<file path="config.mk">
export PLATFORM = sky130hd
export DESIGN_NAME = pkt_tx_shaper_flat
export DESIGN_NICKNAME = d
export VERILOG_FILES = /design/src/rtl/pkt_tx_shaper_if.sv /design/src/rtl/pkt_tx_shaper.sv /design/src/flat_wrapper.sv
export SDC_FILE = /design/constraint.sdc
export NUM_CORES = 1
export LEC_CHECK = 0
export ABC_AREA = 1
export CAP_MARGIN = 15
export CORE_UTILIZATION = 37
export DETAILED_ROUTE_END_ITERATION = 8
export PLACE_DENSITY_LB_ADDON = 0.3
export SLEW_MARGIN = 10
export SYNTH_ARGS = -nofsm -noshare
export SYNTH_HDL_FRONTEND = slang
export SYNTH_SLANG_ARGS = --single-unit
</file>
<file path="constraint.sdc">
create_clock -name clk_a -period 3.7 [get_ports clk_a]
set_input_delay 0.37 -clock clk_a [delete_from_list [all_inputs] [get_ports clk_a]]
set_output_delay 0.37 -clock clk_a [all_outputs]
set_load 0.01 [all_outputs]
</file>
<file path="src/rtl/pkt_tx_shaper_if.sv">
// Byte-stream ingress and cdc_ip egress signals of the transmit shaper.
// The shaper drives the slave side; the upstream source and cdc_ip use the master side.
interface pkt_tx_shaper_if #(
  parameter int unsigned WIDTH = 8
);
  logic             s_valid;
  logic             s_ready;
  logic [WIDTH-1:0] s_data;
  logic             s_last;
  logic             data_valid_a;
  logic [WIDTH-1:0] data_a;
  logic             sof_a;

  modport master (
    output s_valid, s_data, s_last,
    input  s_ready, data_valid_a, data_a, sof_a
  );

  modport slave (
    input  s_valid, s_data, s_last,
    output s_ready, data_valid_a, data_a, sof_a
  );
endinterface

</file>
<file path="src/rtl/pkt_tx_shaper.sv">
// Store-and-forward frame shaper: buffers one frame, pads it to MIN_BYTES,
// emits it as a gap-free burst to cdc_ip and enforces IPG idle cycles between frames.
module pkt_tx_shaper #(
  parameter int unsigned WIDTH     = 8,
  parameter int unsigned MAX_BYTES = 64,
  parameter int unsigned MIN_BYTES = 42,
  parameter int unsigned IPG       = 10
) (
  input  logic              clk_a,
  input  logic              rst,
  pkt_tx_shaper_if.slave    bus,
  output logic [15:0]       frame_cnt,
  output logic [15:0]       drop_cnt
);

  localparam int unsigned CNT_W = $clog2(MAX_BYTES + 1);
  localparam int unsigned AW    = (MAX_BYTES > 1) ? $clog2(MAX_BYTES) : 1;
  localparam int unsigned GAP_W = (IPG > 1) ? $clog2(IPG) : 1;

  typedef enum logic [1:0] {FILL, SEND, GAP, DROP} state_t;

  state_t           state, state_d;
  logic [CNT_W-1:0] wr_cnt, wr_cnt_d;
  logic [CNT_W-1:0] rd_cnt, rd_cnt_d;
  logic [CNT_W-1:0] len, len_d;
  logic [CNT_W-1:0] out_len;
  logic [GAP_W-1:0] gap_cnt, gap_cnt_d;
  logic             s_ready_d;
  logic             valid_d;
  logic             sof_d;
  logic [WIDTH-1:0] data_d;
  logic [15:0]      frame_cnt_d, drop_cnt_d;
  logic             wr_en;
  logic             accept;
  logic [WIDTH-1:0] rd_byte;
  logic [WIDTH-1:0] buf_mem [MAX_BYTES];

  assign accept  = bus.s_valid & bus.s_ready;
  assign out_len = (len < CNT_W'(MIN_BYTES)) ? CNT_W'(MIN_BYTES) : len;
  assign rd_byte = buf_mem[AW'(rd_cnt)];

  // Frame buffer: no reset, contents are only read back after a complete fill
  always_ff @(posedge clk_a) begin
    if (wr_en) buf_mem[AW'(wr_cnt)] <= bus.s_data;
  end

  always_ff @(posedge clk_a or posedge rst) begin
    if (rst) begin
      state            <= FILL;
      wr_cnt           <= '0;
      rd_cnt           <= '0;
      len              <= '0;
      gap_cnt          <= '0;
      bus.s_ready      <= 1'b0;
      bus.data_valid_a <= 1'b0;
      bus.data_a       <= '0;
      bus.sof_a        <= 1'b0;
      frame_cnt        <= '0;
      drop_cnt         <= '0;
    end else begin
      state            <= state_d;
      wr_cnt           <= wr_cnt_d;
      rd_cnt           <= rd_cnt_d;
      len              <= len_d;
      gap_cnt          <= gap_cnt_d;
      bus.s_ready      <= s_ready_d;
      bus.data_valid_a <= valid_d;
      bus.data_a       <= data_d;
      bus.sof_a        <= sof_d;
      frame_cnt        <= frame_cnt_d;
      drop_cnt         <= drop_cnt_d;
    end
  end

  // Next state, counters and the registered output values
  always_comb begin
    state_d     = state;
    wr_cnt_d    = wr_cnt;
    rd_cnt_d    = rd_cnt;
    len_d       = len;
    gap_cnt_d   = gap_cnt;
    valid_d     = 1'b0;
    sof_d       = 1'b0;
    data_d      = '0;
    frame_cnt_d = frame_cnt;
    drop_cnt_d  = drop_cnt;
    wr_en       = 1'b0;

    unique case (state)
      FILL: begin
        if (accept) begin
          wr_en = 1'b1;
          if (bus.s_last) begin
            len_d    = wr_cnt + CNT_W'(1);
            wr_cnt_d = '0;
            rd_cnt_d = '0;
            state_d  = SEND;
          end else if (wr_cnt == CNT_W'(MAX_BYTES - 1)) begin
            state_d = DROP;
            if (drop_cnt != 16'hFFFF) drop_cnt_d = drop_cnt + 16'd1;
          end else begin
            wr_cnt_d = wr_cnt + CNT_W'(1);
          end
        end
      end
      DROP: begin
        if (accept && bus.s_last) begin
          wr_cnt_d = '0;
          state_d  = FILL;
        end
      end
      SEND: begin
        valid_d = 1'b1;
        sof_d   = (rd_cnt == '0);
        data_d  = (rd_cnt < len) ? rd_byte : '0;
        if (rd_cnt == out_len - CNT_W'(1)) begin
          rd_cnt_d  = '0;
          gap_cnt_d = '0;
          state_d   = GAP;
          if (frame_cnt != 16'hFFFF) frame_cnt_d = frame_cnt + 16'd1;
        end else begin
          rd_cnt_d = rd_cnt + CNT_W'(1);
        end
      end
      GAP: begin
        if (gap_cnt == GAP_W'(IPG - 1)) begin
          gap_cnt_d = '0;
          state_d   = FILL;
        end else begin
          gap_cnt_d = gap_cnt + GAP_W'(1);
        end
      end
      default: state_d = FILL;
    endcase

    s_ready_d = (state_d == FILL) || (state_d == DROP);
  end

endmodule
</file>
<file path="src/flat_wrapper.sv">
// flat-port wrapper written by rule: the top's interface ports become plain ports
module pkt_tx_shaper_flat 
#(
  parameter int unsigned WIDTH     = 8,
  parameter int unsigned MAX_BYTES = 64,
  parameter int unsigned MIN_BYTES = 42,
  parameter int unsigned IPG       = 10
)
  (clk_a, rst, frame_cnt, drop_cnt, bus_s_valid, bus_s_data, bus_s_last, bus_s_ready, bus_data_valid_a, bus_data_a, bus_sof_a);
  pkt_tx_shaper_if #(.WIDTH(WIDTH)) bus_i ();
  input  logic clk_a;
  input  logic rst;
  output logic [15:0] frame_cnt;
  output logic [15:0] drop_cnt;
  input wire logic [$bits(bus_i.s_valid)-1:0] bus_s_valid;
  input wire logic [$bits(bus_i.s_data)-1:0] bus_s_data;
  input wire logic [$bits(bus_i.s_last)-1:0] bus_s_last;
  output wire logic [$bits(bus_i.s_ready)-1:0] bus_s_ready;
  output wire logic [$bits(bus_i.data_valid_a)-1:0] bus_data_valid_a;
  output wire logic [$bits(bus_i.data_a)-1:0] bus_data_a;
  output wire logic [$bits(bus_i.sof_a)-1:0] bus_sof_a;
  assign bus_i.s_valid = bus_s_valid;
  assign bus_i.s_data = bus_s_data;
  assign bus_i.s_last = bus_s_last;
  assign bus_s_ready = bus_i.s_ready;
  assign bus_data_valid_a = bus_i.data_valid_a;
  assign bus_data_a = bus_i.data_a;
  assign bus_sof_a = bus_i.sof_a;
  pkt_tx_shaper #(.WIDTH(WIDTH), .MAX_BYTES(MAX_BYTES), .MIN_BYTES(MIN_BYTES), .IPG(IPG)) u_core (.clk_a(clk_a), .rst(rst), .bus(bus_i), .frame_cnt(frame_cnt), .drop_cnt(drop_cnt));
endmodule
</file>
==> results.txt <==
Initial Util: 0.3750
Synth Register Bits: 582
RR Startpoint: u_core.state[1]$_DFF_PP0_
CORE AREA: 64,460 um^2
Global Route Usage Sum: 0.1887
Part of the cycle the worst path needs: 0.7721
Gate count of the mapped netlist: 2,000
Synth Area in Simple Gates: 0.1219
Register area share after synthesis: 0.7085
TritonRoute pass-1 iters: 6
Pwr Density: 698.0 nW/um^2
Post-Synth XOR/XNOR Area: 0.01413
Reg2Reg Setup Slack: 0.84 ns
Synth Area in Compound Gates: 0.1164
Final setup fails: 0
Max-capacitance violation count: 0
Crit Path Class: reg -> reg
RR Endpoint: u_core.buf_mem[47][2]$_DFFE_PP_
Crit-path max cell delay: 0.71 ns
CTS tree: yes
Layout cells sized above 1: 0.1060
DRC violations left: 0
Clock Path Buffers: 3
Cell Area, Synth: 24,170 um^2
Ys Warns: 0
Top cell type's share of synthesized area: 0.6360
Critical Path Source: u_core.state[1]$_DFF_PP0_
Die area: 66,360 um^2
Max Slew Vio Count: 0
Post-Place Cell Area: 25,820 um^2
Drt via density: 5.445
# rows: 93
Root Buffer: clkbuf_16
Top FF cell, synth: edfxtp_1
Worst-margin pin slew: 1.201 ns
Initial antenna violation count: 0
FMAX: 0.3500 GHz
Die Span X: 257.6 um
Worst slack, placed: 0.3672 ns
Post-synth EDFFs: 512
Post-CTS setup buffer count: 0
Crit-path cells: nor2_1 > inv_1 > nor2_1 > nand2_1 > nor2_1
Mean Syn Cell Area: 12.09 um^2
Area Overhead vs Synth: 14.96%
Skew final: 0.04892 ns
Setup TNS: 0 ns
CP Buf/Inv Count: 1
Most Frequent Cell on Critical Path: nor2_1
Critical Path AT: 3.14 ns
Final net count: 2,090
Adder-Cell Fraction of Synth Area: 0.007246
First-pass GRT wire length: 95,810 um
Hold Crit Class: in -> async
Clk pwr share: 0.308
Combinational family with the most area after synthesis: simple AND/OR/NAND/NOR gates
CTS resizes: 0
CP Depth: 5
Reg2Reg Depth: 5
Via count: 16,170
Endpoints failing hold: 0
Worst Setup End Kind: register
Slowest-stage cell, CP: nor2_1
Initial DRC count: 1,698
Routed Antenna Nets: 0
Post-synthesis mux area share: 0
Commonest non-fill, non-tap cell in the layout: edfxtp_1
CTS Sinks: 582
Clk slew on worst S/H paths: 0.06 ns
RSZ-0062 raised after global routing: no
CTS Buf Count: 59
Largest net degree at the start of global routing: 140
Switching share of power: 0.3576
Critical path startpoint category: register
Clock Latency Late Sink: 0.65 ns
Internal power: 0.01246 W
Max-slew headroom: 0.1990
Worst Setup EP: u_core.buf_mem[47][2]$_DFFE_PP_
Crit path max fanout: 11
Combinational Power Share: 0.296
Diodes inserted: 0
Syn Nets: 2,026
Htree depth: 2
Synth area leader: edfxtp_1
GP Congestion: 0.9036
Max IR drop VDD: 0.4285 mV
DRT Wirelength: 62,800 um
Pleak: 9.319 nW
Synth async-reset ratio: 0.1203
Grt ovf: 0
Port bufs: 54
Commonest non-fill, non-tap cells in the layout: edfxtp_1, nor2_1, o21ai_0
Worst EP required: 3.98 ns
Tmin final: 2.857 ns
Top post-synthesis cells by area: edfxtp_1, dfrtp_1, nor2_1, o21ai_0, nand2_1
Hpwl dp: 39,170 um
Sequential power share: 0.395
Finished Cell Area: 27,790 um^2
Die Span Y: 257.6 um
Total power: 0.01940 W
DR WL/cell: 21.15 um
Vias in the first global route: 15,720
Ports: 55
Final WS setup: 0.8431 ns
Synth cell types: 39
Worst path top cell family by delay: simple AND/OR/NAND/NOR gates
Hold_buf cts: 0
Status: complete, no violations
NetSw: 0.006938 W
-- worst register-to-register path: stages (launching register included) --
cell and delay, ns:
dfrtp_1 0.44, nor2_1 0.11, inv_1 0.06, nor2_1 0.55, nand2_1 0.62, nor2_1 0.72
-- logic make-up after synthesis --
family                     after synthesis
adders and majority gates               14
and+or+nand+nor                        694
AOI/OAI and AO/OA                      481
xor gates and xnor gates                39
buffers and inverters                  190
DFF                                    582
-- worst min path at each step --
stage                                                  to  slack, ns                             from  cells after the start
after floorplan            u_core.buf_mem[0][0]$_DFFE_PP_       0.47                    bus_s_data[0]                      0
after global placement    u_core.drop_cnt[14]$_DFFE_PP0P_       0.48  u_core.drop_cnt[14]$_DFFE_PP0P_                      1
after detailed placement  u_core.drop_cnt[14]$_DFFE_PP0P_       0.49  u_core.drop_cnt[14]$_DFFE_PP0P_                      1
after CTS                    u_core.bus.s_ready$_DFF_PP0_       0.19                              rst                      2
after global routing         u_core.bus.s_ready$_DFF_PP0_       0.23                              rst                      2
final                        u_core.bus.s_ready$_DFF_PP0_       0.18                              rst                      2
-- per-layer routing --
metal  track usage  vias to the layer above  wire, um
met5             0                        -         0
met4       0.07183                        0      1886
met3       0.03062                      105      4532
met2        0.3014                      588     29100
met1        0.2589                     8061     27280
li1              -                     7411         -
-- cells in the mapped netlist (2+ instances only) --
cell type and instances:
nor2_2 4, nand2_1 164, nor4_1 3, nand4_1 19, nor3_1 9, nor2_4 5
o221ai_1 45, nand2_4 2, o21ai_0 277, nand2_2 15, inv_1 69, nor2_1 371
buf_6 3, inv_2 8, xnor2_1 17, edfxtp_1 512, a31oi_1 8, xor2_1 22
dfrtp_1 70, o22ai_1 86, o21ai_2 15, nand3_2 6, buf_1 2, a21oi_1 27
clkbuf_1 81, nand3_1 92, ha_1 14, o211ai_1 19, clkinv_1 2, buf_2 24
-- stage by stage --
stage	utilization	std cells	hold WS [ns]
2_1_floorplan	-	2000	0.4689
6_report	0.4311	2969	0.1795
5_1_grt	0.4311	2969	0.2292
4_1_cts	0.4307	2968	0.1859
3_5_place_dp	0.4005	2857	0.4927
3_3_place_gp	0.4005	2857	0.4794
-- sequential cells by signal, summed over array words and instances, names as in the netlist, 2 cells and up --
register	flops
u_core.gap_cnt	4
u_core.frame_cnt	16
u_core.rd_cnt	7
u_core.wr_cnt	7
u_core.bus.data_a	8
u_core.state	2
u_core.drop_cnt	16
u_core.len	7
u_core.buf_mem	512
-- cell type report --
| type | instances | area [um^2] |
|---|---|---|
| Timing Repair Buffer | 114 | 1054 |
| Multi-Input combinational cell | 1228 | 6282 |
| Fill cell | 5950 | 36670 |
| Clock inverter | 34 | 332.8 |
| Clock buffer | 77 | 1615 |
| Sequential cell | 582 | 17130 |
| Inverter | 79 | 302.8 |
| Tap cell | 855 | 1070 |
-- power groups by stage --
stage / Sequential, W / Clock (W) / Combinational [W]
floorplan: 0.00765 / 0 / 0.00372
global placement: 0.00778 / 0 / 0.00564
detailed placement: 0.00779 / 0 / 0.00571
CTS: 0.00766 / 0.00608 / 0.00573
global route: 0.00768 / 0.00632 / 0.00632
finish: 0.00766 / 0.00598 / 0.00575
Note: power is estimated with default switching activity, not from simulation.
